**src/rtl/rx_iq_frame_buffer.sv**
```systemverilog
// Frame FIFO between the DDC sample strobe and the MCU byte-serial reader.
// Frames are pushed whole on iq_valid and served one byte at a time in bus order.
module rx_iq_frame_buffer #(
    parameter int DEPTH_LOG2 = 3,
    parameter int THRESH     = 4
) (
    input  logic                  clk_in,
    input  logic                  rst_n,
    input  logic                  iq_valid,
    input  logic [31:0]           RX1_I,
    input  logic [31:0]           RX1_Q,
    input  logic [31:0]           RX2_I,
    input  logic [31:0]           RX2_Q,
    input  logic                  rx2_en,
    input  logic                  rd_start,
    input  logic                  rd_next,
    input  logic                  ovf_clr,
    output logic [7:0]            byte_out,
    output logic                  byte_valid,
    output logic                  frame_done,
    output logic                  underflow,
    output logic [DEPTH_LOG2:0]   level,
    output logic                  rdy_irq,
    output logic [7:0]            ovf_cnt
);

    // state | meaning
    // IDLE  | no frame being served; waiting for rd_start
    // SEND  | head frame being served, r_idx is the byte on byte_out
    localparam logic ST_IDLE = 1'b0;
    localparam logic ST_SEND = 1'b1;

    localparam int                  DEPTH     = 1 << DEPTH_LOG2;
    localparam int                  LVL_W     = DEPTH_LOG2 + 1;
    localparam logic [LVL_W-1:0]    FULL_LVL  = LVL_W'(DEPTH);
    localparam logic [LVL_W-1:0]    THR_LVL   = LVL_W'(THRESH);

    logic [127:0]            r_mem [DEPTH];
    logic [DEPTH_LOG2-1:0]   r_wr_ptr;
    logic [DEPTH_LOG2-1:0]   r_rd_ptr;
    logic [LVL_W-1:0]        r_level;
    logic                    r_state;
    logic [3:0]              r_idx;
    logic [3:0]              r_idx_last;
    logic [7:0]              r_byte_out;
    logic                    r_byte_valid;
    logic                    r_frame_done;
    logic                    r_underflow;
    logic                    r_rdy_irq;
    logic [7:0]              r_ovf_cnt;

    logic [127:0]            w_head;
    logic [7:0]              w_bytes [16];
    logic [3:0]              w_idx_nxt;
    logic                    w_empty;
    logic                    w_full;
    logic                    w_start_ok;
    logic                    w_start_uf;
    logic                    w_advance;
    logic                    w_last;
    logic                    w_push;
    logic                    w_drop;

    assign w_head = r_mem[r_rd_ptr];

    // Byte 0 is the MSB of RX1_Q; bytes run MSB-first through Q1, I1, Q2, I2.
    for (genvar g = 0; g < 16; g++) begin : g_bytes
        assign w_bytes[g] = w_head[127 - 8*g -: 8];
    end

    assign w_idx_nxt  = r_idx + 4'd1;
    assign w_empty    = (r_level == '0);
    assign w_full     = (r_level == FULL_LVL);
    assign w_start_ok = rd_start && !w_empty;
    assign w_start_uf = rd_start && w_empty;
    assign w_advance  = (r_state == ST_SEND) && !rd_start && rd_next;
    assign w_last     = w_advance && (r_idx == r_idx_last);
    // The popped slot is free in the same cycle, so a push into a full FIFO then is accepted.
    assign w_push     = iq_valid && (!w_full || w_last);
    assign w_drop     = iq_valid && w_full && !w_last;

    always_ff @(posedge clk_in) begin
        if (w_push) begin
            r_mem[r_wr_ptr] <= {RX1_Q, RX1_I, RX2_Q, RX2_I};
        end
    end

    always_ff @(posedge clk_in or negedge rst_n) begin
        if (!rst_n) begin
            r_wr_ptr <= '0;
            r_rd_ptr <= '0;
            r_level  <= '0;
        end else begin
            if (w_push) begin
                r_wr_ptr <= r_wr_ptr + 1'b1;
            end
            if (w_last) begin
                r_rd_ptr <= r_rd_ptr + 1'b1;
            end
            if (w_push && !w_last) begin
                r_level <= r_level + 1'b1;
            end else if (!w_push && w_last) begin
                r_level <= r_level - 1'b1;
            end
        end
    end

    always_ff @(posedge clk_in or negedge rst_n) begin
        if (!rst_n) begin
            r_state      <= ST_IDLE;
            r_idx        <= '0;
            r_idx_last   <= 4'd7;
            r_byte_out   <= '0;
            r_byte_valid <= 1'b0;
            r_frame_done <= 1'b0;
            r_underflow  <= 1'b0;
        end else begin
            r_frame_done <= w_last;
            if (w_start_ok) begin
                // Restart (or abort) always re-serves the head frame from byte 0.
                r_state      <= ST_SEND;
                r_idx        <= '0;
                r_idx_last   <= rx2_en ? 4'd15 : 4'd7;
                r_byte_out   <= w_bytes[0];
                r_byte_valid <= 1'b1;
                r_underflow  <= 1'b0;
            end else if (w_start_uf) begin
                r_byte_out   <= '0;
                r_byte_valid <= 1'b0;
                r_underflow  <= 1'b1;
            end else if (w_last) begin
                r_state      <= ST_IDLE;
                r_idx        <= '0;
                r_byte_out   <= '0;
                r_byte_valid <= 1'b0;
            end else if (w_advance) begin
                r_idx        <= w_idx_nxt;
                r_byte_out   <= w_bytes[w_idx_nxt];
            end
        end
    end

    always_ff @(posedge clk_in or negedge rst_n) begin
        if (!rst_n) begin
            r_ovf_cnt <= '0;
            r_rdy_irq <= 1'b0;
        end else begin
            r_rdy_irq <= (r_level >= THR_LVL);
            if (ovf_clr) begin
                r_ovf_cnt <= '0;
            end else if (w_drop && (r_ovf_cnt != 8'hFF)) begin
                r_ovf_cnt <= r_ovf_cnt + 8'd1;
            end
        end
    end

    assign byte_out   = r_byte_out;
    assign byte_valid = r_byte_valid;
    assign frame_done = r_frame_done;
    assign underflow  = r_underflow;
    assign level      = r_level;
    assign rdy_irq    = r_rdy_irq;
    assign ovf_cnt    = r_ovf_cnt;

endmodule

```
**config.mk**
```make
export PLATFORM = sky130hd
export DESIGN_NAME = rx_iq_frame_buffer
export DESIGN_NICKNAME = d
export VERILOG_FILES = /design/src/rtl/rx_iq_frame_buffer.sv
export SDC_FILE = /design/constraint.sdc
export NUM_CORES = 1
export LEC_CHECK = 0
export CAP_MARGIN = 10
export CORE_MARGIN = 2
export CORE_UTILIZATION = 57
export DETAILED_ROUTE_END_ITERATION = 16
export HOLD_SLACK_MARGIN = 0.15
export MAX_ROUTING_LAYER = met4
export PLACE_DENSITY = 0.78
export SLEW_MARGIN = 40
export SYNTH_ARGS = -nofsm -noshare
export SYNTH_HDL_FRONTEND = slang
export SYNTH_SLANG_ARGS = --single-unit
```
**constraint.sdc**
```tcl
create_clock -name clk_in -period 15.5 [get_ports clk_in]
set_clock_uncertainty 0.1 [all_clocks]
set_input_delay 2.325 -clock clk_in [delete_from_list [all_inputs] [get_ports clk_in]]
set_output_delay 2.325 -clock clk_in [all_outputs]
set_load 0.1 [all_outputs]
```
==> results by group <==
Outcome
  • Outcome: complete, no violations

Clock network
  • Resize count post-CTS: 0
  • CTS Root Cell: clkbuf_16
  • Maximum clock insertion buffer count: 3
  • Number of post-CTS setup repair buffers: 0
  • CTS clk-pin slew, worst paths: 0.06 ns
  • Clock sinks: roughly 1.1k
  • TritonCTS Buffers: 101
  • Hold buffer count at cts: 0
  • Worst skew pair latency: around 0.65 ns
  • CTS tree: done
  • H-tree depth: 3

Layout
  • # fillers: 4497
  • Seq. cell area: 31670 um2
  • Final Core Density: 0.6595
  • Syn-to-layout area delta: 14.54%
  • Share of cells above drive strength 1: 0.2087
  • Multi-input logic area: between 9000 and 10000 um2
  • Nets: 2357
  • Final non-filler cell total: between 3k and 4k

Floorplanning
  • Die area: 74500 um2
  • Num rows: 98
  • Die X: between 200 and 300 um
  • Starting Density: 0.5757
  • Core Area: a little over 70000 um2
  • Die Y: 272.9 um
  • I/O Pins: ~160

Logic synthesis
  • Post-Syn Nets: between 2k and 2.5k
  • Leading register cell type out of synthesis: edfxtp_1
  • Mux share of post-synthesis cell area: 0.1512
  • Synth Area in Adders: 0.002610
  • Async SR Flop Fraction: 0.03396
  • Mean Syn Cell Area: roughly 20 um2
  • Yosys warns: 0
  • Post-synth EDFFs: between 1k and 1.5k
  • Largest family of logic cells by synthesized area: multiplexers
  • Syn Inst Count: around 2k
  • Sequential fraction of the synthesis area: 0.7677
  • Post-Synth XOR/XNOR Area: 0.003794
  • Post-Syn Area: roughly 41000 um2
  • Seq cells post-synth: 1060
  • Simple-Gate Fraction of Synth Area: 0.02194
  • Synth Area in Compound Gates: 0.03709
  • Unique cell type count in the Yosys netlist: 51

GRT
  • Initial antenna violation count: 7
  • Total grt overflow: 0
  • Vias in the first global route: between 20k and 25k
  • GR Util All Layers: 0.2475
  • Largest net degree at the start of global routing: 129
  • First-pass GRT wire length: about 130000 um

Flow run
  • Max Cap Violations: 0

Drt
  • DR DRC count: 0
  • Drt pass-1 iters: 8
  • WL per Instance: 27.30 um
  • DR vias: 20.59k
  • Via-per-instance ratio: between 6 and 7
  • Post-DRT Antenna Nets: 0
  • WL final: 88790 um
  • DRT iter0 DRCs: 2355

STA
  • Worst-margin pin slew: 0.8725 ns
  • Slew HR: 0.4144
  • Max frequency: approximately 0.16 GHz
  • Post-route setup slack: just over 9 ns
  • Period utilisation layout: 0.4068
  • Final setup vio count: 0
  • Pins Over Slew Limit: 0
  • Minimum clock period: roughly 6.3 ns
  • RSZ-0062 raised after global routing: false
  • Final Hold Fails: 0
  • Setup TNS: 0 ns

Worst setup path
  • CP required: 15.67 ns
  • Crit. End Element: flip-flop
  • Crit path DAT: 6.48 ns
  • Max Fanout on Critical Path: 68
  • Critical path launch point type: input port
  • Crit path kind: input port to flip-flop

Placement
  • Hpwl dp: between 50000 and 60000 um
  • Placement Setup Slack: ~8.6 ns
  • RePlAce Congestion: approximately 0.80
  • Placed Cells incl. Taps: about 3.1k
  • Input/output buffers: around 160

Pwr
  • Cell Pwr Density: between 100 and 150 nW/um2
  • Worst vdd ir: approximately 0.00012 V
  • Leakage: about 14 nW

Worst hold path
  • Hold/Removal Path Class: flip-flop to flip-flop
power breakdown:
group          switching, mW  total (mW)  leakage [nW]  internal, mW
Combinational          0.610       0.861          3.11         0.250
Clock                   1.02        2.45          1.63          1.43
Sequential             0.122        3.71          9.74          3.59
final cells by class:
type                    count  share of cell area
multi-input cells         848              0.1909
diodes                      7           0.0003709
clock inverters            52             0.01089
clock buffers             132             0.05927
inverters                   6           0.0004769
well taps                 950             0.02517
flip-flops and latches   1060              0.6706
repair buffers            197             0.04234
per-stage QoR:
step | cell area, um2 | power (mW) | hold slack (ns)
finish | 47220 | 7.023 | 0.3814
floorplan | 41230 | 4.329 | 0.3805
global route | 47220 | 7.239 | 0.4260
detailed placement | 43760 | 4.617 | 0.3707
CTS | 47080 | 7.052 | 0.3839
global placement | 43750 | 4.572 | 0.3691
placed cells by master, fill, tap and decap left out, types with 8 or more instances in the layout:
cell	Yosys	final
mux2_2	77	77
edfxtp_1	1024	1024
o22ai_1	46	46
a221oi_1	16	16
mux4_2	160	160
nand2_1	51	51
bufinv_16	0	10
nor2b_1	12	10
o221ai_1	9	9
dfrtp_1	36	32
clkbuf_16	0	105
o21ai_0	33	33
xnor2_1	8	8
a21oi_1	35	35
clkbuf_1	30	20
clkinv_1	0	16
a211oi_1	8	8
clkdlybuf4s50_1	0	133
and2_1	10	10
a31oi_1	8	8
xor2_1	8	8
nand4_1	18	18
buf_4	26	18
nand3_1	24	24
mux2i_1	176	176
a311oi_1	14	13
buf_2	37	24
clkinv_2	0	19
buf_6	9	8
nor2_1	47	40
a22oi_1	27	27
nand2b_1	10	10
state kept, by name, indices dropped and copies added, names as in the netlist:
name	flops
byte_valid	1
byte_out	8
rdy_irq	1
level	4
ovf_cnt	8
frame_done	1
r_idx_last	1
r_state	1
r_rd_ptr	3
r_wr_ptr	3
r_mem	1024
underflow	1
r_idx	4
synth_stat cells (2+ instances only):
master | number | share of area
nor3_1 | 5 | 0.00061
mux4_2 | 160 | 0.087
a21oi_1 | 35 | 0.0042
and2_1 | 10 | 0.0015
nor2_1 | 47 | 0.0043
nand4_1 | 18 | 0.0027
o21ai_0 | 33 | 0.0040
a31oi_1 | 8 | 0.0012
buf_6 | 9 | 0.0025
buf_2 | 37 | 0.0045
inv_1 | 6 | 0.00055
ha_1 | 7 | 0.0021
a211oi_1 | 8 | 0.0015
buf_1 | 8 | 0.00073
and3_1 | 2 | 0.00030
or2_2 | 3 | 0.00046
a22oi_1 | 27 | 0.0049
xor2_1 | 8 | 0.0017
a211oi_2 | 6 | 0.0018
o22ai_1 | 46 | 0.0070
o31ai_1 | 5 | 0.00091
nand2b_1 | 10 | 0.0015
nor2b_1 | 12 | 0.0018
o32a_1 | 7 | 0.0017
o221ai_1 | 9 | 0.0019
a221oi_1 | 16 | 0.0034
mux2i_1 | 176 | 0.043
xnor2_1 | 8 | 0.0017
buf_4 | 26 | 0.0047
dfrtp_1 | 36 | 0.022
nand3_1 | 24 | 0.0029
nand2_1 | 51 | 0.0046
a311oi_1 | 14 | 0.0030
or3_1 | 2 | 0.00030
clkbuf_1 | 30 | 0.0027
mux2_2 | 77 | 0.021
edfxtp_1 | 1024 | 0.75
worst max-delay path: stages:
cell	delay (ns)
clkdlybuf4s50_1	0.53
nand3b_1	0.42
o31ai_1	0.50
and2_1	0.36
nand2b_1	0.28
nor2_4	0.55
buf_16	0.24
buf_4	0.47
buf_6	0.68
path summary, 6_finish.rpt:
kind,end,cells past startpoint,slack (ns),start
max,r_mem[4][3]$_DFFE_PP_,9,9.19,rd_start
min,underflow$_DFFE_PN0P_,1,0.38,underflow$_DFFE_PN0P_
max reg2reg,r_mem[4][3]$_DFFE_PP_,9,10.73,r_idx[0]$_DFFE_PN0P_
min reg2reg,underflow$_DFFE_PN0P_,1,0.38,underflow$_DFFE_PN0P_
max in group asynchronous,r_rd_ptr[1]$_DFFE_PN0N_,1,13.39,rst_n
min in group asynchronous,ovf_cnt[0]$_DFFE_PN0P_,1,1.53,rst_n
metal layers:
layer / share of wire / up-vias / GRT usage
li1: - / 8777 / -
met1: 0.39 / 10673 / 0.3285
met2: 0.50 / 981 / 0.3961
met3: 0.082 / 160 / 0.04683
met4: 0.026 / 0 / 0.07190
met5: 0 / - / -
cells by family after synthesis:
logic type      count (synthesis)
flops                        1060
mux                           413
compound gates                221
simple gates                  189
buf+inv                       116
xor+xnor                       17
fa+ha+maj                       8
(Power assumes the default switching activity.)
